**src/rtl/filter_window_engine.sv**
```systemverilog
// 3x3 streaming convolution over an image in vector memory (identity/gaussian/sharpen/laplacian).
// Latency: read -> write 2 cycles; one band per img_w+1 cycles. No backpressure: memory is fixed-latency.
// FILTER_WINDOW_CLAMP_EN: saturate results to [0, 2^DATA_W-1]; otherwise keep the low DATA_W bits.
module filter_window_engine #(
    parameter int DATA_W = 18,
    parameter int ADDR_W = 19,
    parameter int DIM_W  = 10
) (
    input  logic              Clock,
    input  logic              RST,
    input  logic              start,
    input  logic [1:0]        kernel,
    input  logic [ADDR_W-1:0] src_base,
    input  logic [ADDR_W-1:0] dst_base,
    input  logic [DIM_W-1:0]  img_w,
    input  logic [DIM_W-1:0]  img_h,
    output logic              rd_en,
    output logic [ADDR_W-1:0] rd_addr0,
    output logic [ADDR_W-1:0] rd_addr1,
    output logic [ADDR_W-1:0] rd_addr2,
    input  logic [DATA_W-1:0] rd_data0,
    input  logic [DATA_W-1:0] rd_data1,
    input  logic [DATA_W-1:0] rd_data2,
    output logic              wr_en,
    output logic [ADDR_W-1:0] wr_addr,
    output logic [DATA_W-1:0] wr_data,
    output logic              busy,
    output logic              done,
    output logic              err
);
    localparam int ACC_W = DATA_W + 6;
    localparam logic signed [ACC_W-1:0] PIX_MAX = $signed({{(ACC_W-DATA_W){1'b0}}, {DATA_W{1'b1}}});

    typedef enum logic [2:0] {S_IDLE, S_LOAD, S_RUN, S_NEXT_ROW, S_DONE} state_t;

    state_t            state_q;
    logic [DIM_W-1:0]  w_q, h_q, col_q, row_q;
    logic [1:0]        kern_q;
    logic [ADDR_W-1:0] dst_row_q;
    logic              rd_en_q, busy_q, done_q, err_q;
    logic [ADDR_W-1:0] rd_addr0_q, rd_addr1_q, rd_addr2_q;

    // Read addresses simply increment: the last column of a row is followed by column 0 of the next.
    always_ff @(posedge Clock or negedge RST) begin
        if (!RST) begin
            state_q    <= S_IDLE;
            w_q        <= '0;
            h_q        <= '0;
            col_q      <= '0;
            row_q      <= '0;
            kern_q     <= '0;
            dst_row_q  <= '0;
            rd_en_q    <= 1'b0;
            busy_q     <= 1'b0;
            done_q     <= 1'b0;
            err_q      <= 1'b0;
            rd_addr0_q <= '0;
            rd_addr1_q <= '0;
            rd_addr2_q <= '0;
        end else begin
            case (state_q)
                S_IDLE: begin
                    done_q <= 1'b0;
                    if (start) begin
                        state_q    <= S_LOAD;
                        busy_q     <= 1'b1;
                        err_q      <= 1'b0;
                        w_q        <= img_w;
                        h_q        <= img_h;
                        kern_q     <= kernel;
                        rd_addr0_q <= src_base;
                        rd_addr1_q <= src_base + ADDR_W'(img_w);
                        rd_addr2_q <= src_base + ADDR_W'(img_w) + ADDR_W'(img_w);
                        dst_row_q  <= dst_base + ADDR_W'(img_w);
                    end
                end
                S_LOAD: begin
                    if (w_q < DIM_W'(3) || h_q < DIM_W'(3)) begin
                        err_q   <= 1'b1;
                        done_q  <= 1'b1;
                        busy_q  <= 1'b0;
                        state_q <= S_DONE;
                    end else begin
                        rd_en_q <= 1'b1;
                        col_q   <= '0;
                        row_q   <= DIM_W'(1);
                        state_q <= S_RUN;
                    end
                end
                S_RUN: begin
                    rd_addr0_q <= rd_addr0_q + ADDR_W'(1);
                    rd_addr1_q <= rd_addr1_q + ADDR_W'(1);
                    rd_addr2_q <= rd_addr2_q + ADDR_W'(1);
                    if (col_q == w_q - DIM_W'(1)) begin
                        rd_en_q <= 1'b0;
                        state_q <= S_NEXT_ROW;
                    end else begin
                        col_q <= col_q + DIM_W'(1);
                    end
                end
                S_NEXT_ROW: begin
                    if (row_q + DIM_W'(1) <= h_q - DIM_W'(2)) begin
                        row_q     <= row_q + DIM_W'(1);
                        dst_row_q <= dst_row_q + ADDR_W'(w_q);
                        col_q     <= '0;
                        rd_en_q   <= 1'b1;
                        state_q   <= S_RUN;
                    end else begin
                        state_q <= S_DONE;
                    end
                end
                S_DONE: begin
                    // Error path arrives with done already set; normal path waits here for the last write to drain.
                    state_q <= S_IDLE;
                    if (done_q) begin
                        done_q <= 1'b0;
                    end else begin
                        done_q <= 1'b1;
                        busy_q <= 1'b0;
                    end
                end
                default: state_q <= S_IDLE;
            endcase
        end
    end

    function automatic logic signed [ACC_W-1:0] ext(input logic [DATA_W-1:0] p);
        return $signed({{(ACC_W-DATA_W){1'b0}}, p});
    endfunction

    logic                    vld_q, vld_d;
    logic [DIM_W-1:0]        vcol_q, vcol_d;
    logic [ADDR_W-1:0]       vwa_q, vwa_d;
    logic [2:0][DATA_W-1:0]  lft_q, lft_d, mid_q, mid_d;
    logic                    wr_en_q, wr_en_d;
    logic [ADDR_W-1:0]       wr_addr_q, wr_addr_d;
    logic [DATA_W-1:0]       wr_data_q, wr_data_d;
    logic signed [ACC_W-1:0] acc;
    logic [DATA_W-1:0]       res;

    // Window columns: lft = c-2, mid = c-1, rd_data = c; index 0 is row r-1.
    always_comb begin
        acc = '0;
        case (kern_q)
            2'b00: acc = ext(mid_q[1]);
            2'b01: acc = (ext(lft_q[0]) + ext(lft_q[2]) + ext(rd_data0) + ext(rd_data2)
                         + ((ext(lft_q[1]) + ext(mid_q[0]) + ext(mid_q[2]) + ext(rd_data1)) <<< 1)
                         + (ext(mid_q[1]) <<< 2)) >>> 4;
            2'b10: acc = (ext(mid_q[1]) <<< 2) + ext(mid_q[1])
                         - ext(mid_q[0]) - ext(mid_q[2]) - ext(lft_q[1]) - ext(rd_data1);
            default: acc = (ext(mid_q[1]) <<< 3)
                         - (ext(lft_q[0]) + ext(lft_q[1]) + ext(lft_q[2]) + ext(mid_q[0])
                         + ext(mid_q[2]) + ext(rd_data0) + ext(rd_data1) + ext(rd_data2));
        endcase
`ifdef FILTER_WINDOW_CLAMP_EN
        if (acc < 0)            res = '0;
        else if (acc > PIX_MAX) res = '1;
        else                    res = DATA_W'(acc);
`else
        res = DATA_W'(acc);
`endif
    end

    always_comb begin
        vld_d     = rd_en_q;
        vcol_d    = col_q;
        vwa_d     = dst_row_q + ADDR_W'(col_q) - ADDR_W'(1);
        lft_d     = lft_q;
        mid_d     = mid_q;
        wr_en_d   = 1'b0;
        wr_addr_d = wr_addr_q;
        wr_data_d = wr_data_q;
        if (vld_q) begin
            lft_d = mid_q;
            mid_d = {rd_data2, rd_data1, rd_data0};
            if (vcol_q >= DIM_W'(2)) begin
                wr_en_d   = 1'b1;
                wr_addr_d = vwa_q;
                wr_data_d = res;
            end
        end
    end

    always_ff @(posedge Clock or negedge RST) begin
        if (!RST) begin
            vld_q     <= 1'b0;
            vcol_q    <= '0;
            vwa_q     <= '0;
            lft_q     <= '0;
            mid_q     <= '0;
            wr_en_q   <= 1'b0;
            wr_addr_q <= '0;
            wr_data_q <= '0;
        end else begin
            vld_q     <= vld_d;
            vcol_q    <= vcol_d;
            vwa_q     <= vwa_d;
            lft_q     <= lft_d;
            mid_q     <= mid_d;
            wr_en_q   <= wr_en_d;
            wr_addr_q <= wr_addr_d;
            wr_data_q <= wr_data_d;
        end
    end

    assign rd_en    = rd_en_q;
    assign rd_addr0 = rd_addr0_q;
    assign rd_addr1 = rd_addr1_q;
    assign rd_addr2 = rd_addr2_q;
    assign wr_en    = wr_en_q;
    assign wr_addr  = wr_addr_q;
    assign wr_data  = wr_data_q;
    assign busy     = busy_q;
    assign done     = done_q;
    assign err      = err_q;
endmodule

```
**config.mk**
```make
export PLATFORM = sky130hd
export DESIGN_NAME = filter_window_engine
export DESIGN_NICKNAME = d
export VERILOG_FILES = /design/src/rtl/filter_window_engine.sv
export SDC_FILE = /design/constraint.sdc
export NUM_CORES = 1
export LEC_CHECK = 0
export BUFFER_PORTS_ARGS = -buffer_cell sky130_fd_sc_hd__buf_2
export CAP_MARGIN = 25
export CORE_ASPECT_RATIO = 1.25
export CORE_MARGIN = 5
export CORE_UTILIZATION = 50
export CTS_CLUSTER_SIZE = 24
export DETAILED_ROUTE_END_ITERATION = 8
export HOLD_SLACK_MARGIN = 0.05
export PLACE_DENSITY = 0.68
export SYNTH_ARGS = -nofsm -noshare
export SYNTH_HDL_FRONTEND = slang
export SYNTH_SLANG_ARGS = --single-unit
```
**constraint.sdc**
```tcl
create_clock -name Clock -period 9.6 [get_ports Clock]
set_input_delay 1.44 -clock Clock [delete_from_list [all_inputs] [get_ports Clock]]
set_output_delay 1.44 -clock Clock [all_outputs]
set_load 0.02 [all_outputs]
```
Yosys cells after proc, flatten, opt, wreduce, memory -nomap -nowiden --
Cells that the tools add are included.
Storage, ports and cells: logic and storage cells 135, bits of input ports 117, output and inout port bits 99, register bits 301
Operators by class: add/sub/neg operators 34, multiplexer cells 37, reductions and logical operators 20, $lt $le $gt $ge 4, equality and inequality tests 14
Operators by type and width (number):
- $pmux W19 S2 | 4
- $add A18 B18 Y18 | 8
- $add A19 B10 Y19 | 5
- $mux W19 | 5
- $sub A18 B18 Y18 | 5
- $add A19 B1 Y19 const B | 3
- $pmux W18 S3 | 1
- $mux W10 | 5
- $add A20 B18 Y21 | 2
- $add A19 B18 Y20 | 2
- $add A18 B18 Y19 | 2
- $pmux W10 S3 | 1
- $add A21 B22 Y22 | 1
- $add A22 B20 Y22 | 1
- $add A10 B1 Y10 const B | 2
- $lt A10 B2 Y1 const B | 2
- $pmux W10 S2 | 1
- $sub A19 B1 Y19 const B | 1
- $ne A2 B2 Y1 const B | 7
- $mux W3 | 4
- $pmux W3 S4 | 1
- $reduce_and A4 Y1 | 3
- $mux W1 | 11
- $eq A10 B10 Y1 | 1
- other kinds (18) | 31

Logic depth before layout (Yosys ltp) --
word-level depth 9, gate-level depth with buffers 27, gate-level depth less buffers 27

Worst setup path before layout --
No wires, ideal clock.
path kind input-to-reg, start in rd_data1[6], end reg wr_data_q[16] (netlist: wr_data[16]), setup slack 1.583 ns, data required time 9.474 ns, path buffers 0, library setup time 0.126 ns, arrival time 7.891 ns, cell stages on the path 25, path through inv_1 fa_1 fa_1 inv_1 ha_1 o21a_1 o21a_1 o21a_1 a21o_1 o311a_1 a2111oi_0 xor2_1 fa_1 fa_1 fa_1 inv_1 ha_1 a21o_1 a21o_1 a21o_1 o21a_1 a211oi_1 mux2i_1 nor2_1 o32a_1
On the way: word-level cells in the longest chain between the ends 4, elaborated cells between the ends (all ways) 8, those cells by class 7 x add/sub; 1 x mux
RTL lines:
- start, declared | RTL line 22 | input logic [DATA_W-1:0] rd_data1,
- $add A20 B18 Y21 / $add A18 B18 Y18 (equally long branches) | RTL line 147, 153
- $add A21 B22 Y22 / $add A18 B18 Y18 (equally long branches) | RTL line 147, 153
- $add A22 B20 Y22 / $sub A18 B18 Y18 (equally long branches) | RTL line 148, 152
- $pmux W18 S3 (*) | RTL line 144 | case (kern_q)
- end signal, assigned | RTL line 202 | wr_data_q <= wr_data_d;
- end, declared | RTL line 137 | logic [DATA_W-1:0] wr_data_q, wr_data_d;
Mark *: on every way between the ends. The rest lies on a longest branch, timed or not. A chain may end at the register's enable or synchronous reset.

Worst setup path after layout --
start in rd_data1[1], end reg wr_data_q[16] (netlist: wr_data[16])
Same word-level chain as after synthesis.

==> results_dict.tcl <==
set metrics [dict create \
    status "finished clean" \
    track_usage_pct 25.13 \
    route.detailed.drc 0 \
    post-place-ws_ns 0.8196 \
    num_vias 21620 \
    holdBufCountCts 0 \
    holdPathStages 2 \
    nets 3684 \
    fin_worst_skew_ns 0.01169 \
    worstPathArrival_ns 8.70 \
    synth.distinct_cells 80 \
    synth_top_area_share_pct 27.79 \
    yosysTopAreaCell "dfrtp_1" \
    synth_mux_area_share_pct 1.713 \
    syn_inst 2911 \
    synth_top_family_by_area "adder cells" \
    synth-seq-cells 300 \
    cts_resized 0 \
    fill_cells 4741 \
    synth-simple-area-share_pct 14.09 \
    fin_ws_ns 1.333 \
    worstPathMaxFanout 7 \
    critical_path_class "in -> reg" \
    synth_area_leaders "dfrtp_1, fa_1, ha_1" \
    whs_ns 0.4358 \
    area_growth_pct 11.32 \
    r2r_start "mid_q[1]" \
    cts.sinks 300 \
    finalSetupViolCount 0 \
    cp-start-kind "input port" \
    ios 216 \
    dpl.cell_count 3788 \
    wl_per_cell_um 18.97 \
    wirelength_mm 73.06 \
    maxSlewViolCount 0 \
    port_buffers 215 \
    r2r_slack_ns 1.89 \
    ys_seq_area_share_pct 27.79 \
    synth_compound_area_share_pct 14.55 \
    finalWorstPathRequiredPeriod_ns 8.267 \
    diodes 0 \
    core.rowCount 95 \
    syn_area_um2 27020 \
    worst_slew_pin_slew_ns 1.006 \
    slew_headroom_pct 32.92 \
    finalHoldViolations 0 \
    grt_pass1_vias 22840 \
    cap_violations 0 \
    clk_pin_slew_ns 0.06 \
    synth_warnings 0 \
    rr_endpoint "wr_data[16]" \
    dp_hpwl_mm 57.31 \
    synthXorXnorAreaFrac_pct 5.316 \
    clock_latency_ns 0.55 \
    initial_core_util_pct 50.40 \
    antenna_found_initial 0 \
    max_freq_ghz 0.1210 \
    grt_remaining_overflow 0 \
    htree_num_levels 2 \
    synth_nets 3494 \
    final_common_cell "inv_1" \
    dieHeight_um 269.9 \
    core-area_um2 53610 \
    postCtsSetupBuffers 0 \
    finalCritPeriodShare_pct 86.12 \
    die-width_um 217.9 \
    firstDrtPassIters 5 \
    rsz0062_at_grt "no" \
    synth_edf_count 0 \
    drtAntennaViolNets 0 \
    routed_via_density 5.614 \
    grt_max_degree 130 \
    drive_above_1_share_pct 10.82 \
    cts_tree "done" \
    cts_root_buf "clkbuf_16" \
    cts_inserted_buffers 37 \
    cp-endpoint "wr_data[16]" \
    synth_ff_type "dfrtp_1" \
    drtIter0Drc 1388 \
    hold_path.class "reg -> reg" \
    end_kind "flop" \
    fin_setup_tns_ns 0 \
    die_area_um2 58810 \
    fin_cells 3851 \
    synthArstFlopShare_pct 100.0 \
    r2r_cells 27 \
    syn_avg_cell_area_um2 9.281 \
    clockBufferDepth 3 \
    cp.required_ns 10.03 \
    final_cell_mix "inv_1, nand2_1, dfrtp_1" \
    place.gp.congestion 0.9217 \
    startpoint "rd_data1[1]" \
    synth-adder-area-share_pct 29.53 \
    grt_pass1_wl_mm 120.1 \
]
## cells in the mapped netlist, types with 6 or more instances
cell type  count
inv_1        422
nand2_1      380
dfrtp_1      300
fa_1         286
o21ai_0      220
ha_1         180
nor2_1       141
a21oi_1      115
xnor2_1      107
clkbuf_1      70
nand3_1       66
nor3_1        59
xor2_1        57
a21o_1        52
a211oi_1      42
and3_1        36
or3_1         24
nand2b_1      20
nand4_1       20
o211ai_1      20
a31oi_1       19
o21a_1        18
mux2_2        14
nor2b_1       13
nor4_1        12
o31ai_1       11
mux4_2        10
o311ai_0      10
a221o_1        9
and2_1         9
and4_1         9
o22ai_1        9
or2_2          9
a21boi_0       8
mux2i_1        8
nor3b_1        8
o21bai_1       8
a2111oi_0      7
a211o_1        7
buf_1          7
or4_1          6
## through the flow
stage                     area, um2  utilization (%)
after global placement        28830            53.78
after detailed placement      28870            53.85
after global routing          30080            56.11
final                         30080            56.11
after CTS                     30050            56.06
after floorplan               27020                -
## how the worst min path moves through the flow
stage,from,endpoint,slack [ns]
after detailed placement,vwa_q[6],wr_addr[6],0.42
after CTS,vwa_q[6],wr_addr[6],0.44
after global routing,vwa_q[1],wr_addr[1],0.45
after global placement,vwa_q[17],wr_addr[17],0.42
after floorplan,col_q[2],vcol_q[2],0.35
final,vwa_q[6],wr_addr[6],0.44
## cells by family after synthesis
group / Yosys count
compound gates: 617
mux: 32
flops: 300
xor+xnor: 164
simple gates: 829
fa+ha+maj: 466
buf+inv: 503
## cell type report
cell class	instances	area [um2]	area share [%]
Inverter	424	1592	5.291
Multi-Input combinational cell	2108	17630	58.62
Clock buffer	52	1072	3.565
Timing Repair Buffer	230	1251	4.160
Clock inverter	10	110.1	0.3661
Sequential cell	300	7511	24.97
Tap cell	727	909.6	3.024
## worst max-delay path, stage by stage
cell and delay (ns):
buf_2 0.12, inv_1 0.08, fa_1 0.50, fa_1 0.52, inv_1 0.04, ha_1 0.22
fa_1 0.42, a21o_1 0.23, a21oi_1 0.30, o21bai_1 0.15, a211oi_1 0.48, nor2_1 0.13
nor4_1 0.20, nor3_1 0.11, xnor2_1 0.18, fa_1 0.45, fa_1 0.42, fa_1 0.52
inv_1 0.04, ha_1 0.36, a21o_1 0.20, a21o_1 0.19, a21o_1 0.19, o21a_1 0.20
a211oi_1 0.40, mux2i_1 0.23, nor2_1 0.06, o32a_1 0.32
## state kept, by name, indices dropped and copies added (netlist names)
name	cells
busy	1
col_q	10
done	1
dst_row_q	19
err	1
h_q	10
kern_q	2
lft_q	54
mid_q	54
rd_addr0	19
rd_addr1	19
rd_addr2	19
rd_en	1
row_q	10
state_q	3
vcol_q	9
vld_q	1
vwa_q	19
w_q	10
wr_addr	19
wr_data	18
wr_en	1
## routing by layer
layer,track usage [%],vias to the layer above,wire length [um]
met3,4.137,163,3852
met2,45.04,667,37890
li1,-,10136,-
met5,0,-,0
met4,9.241,0,3081
met1,30.35,10654,28230
Power is left out: the tool's default activity adds up to more than one toggle a clock period on the data nets, which glitch-free logic cannot reach.
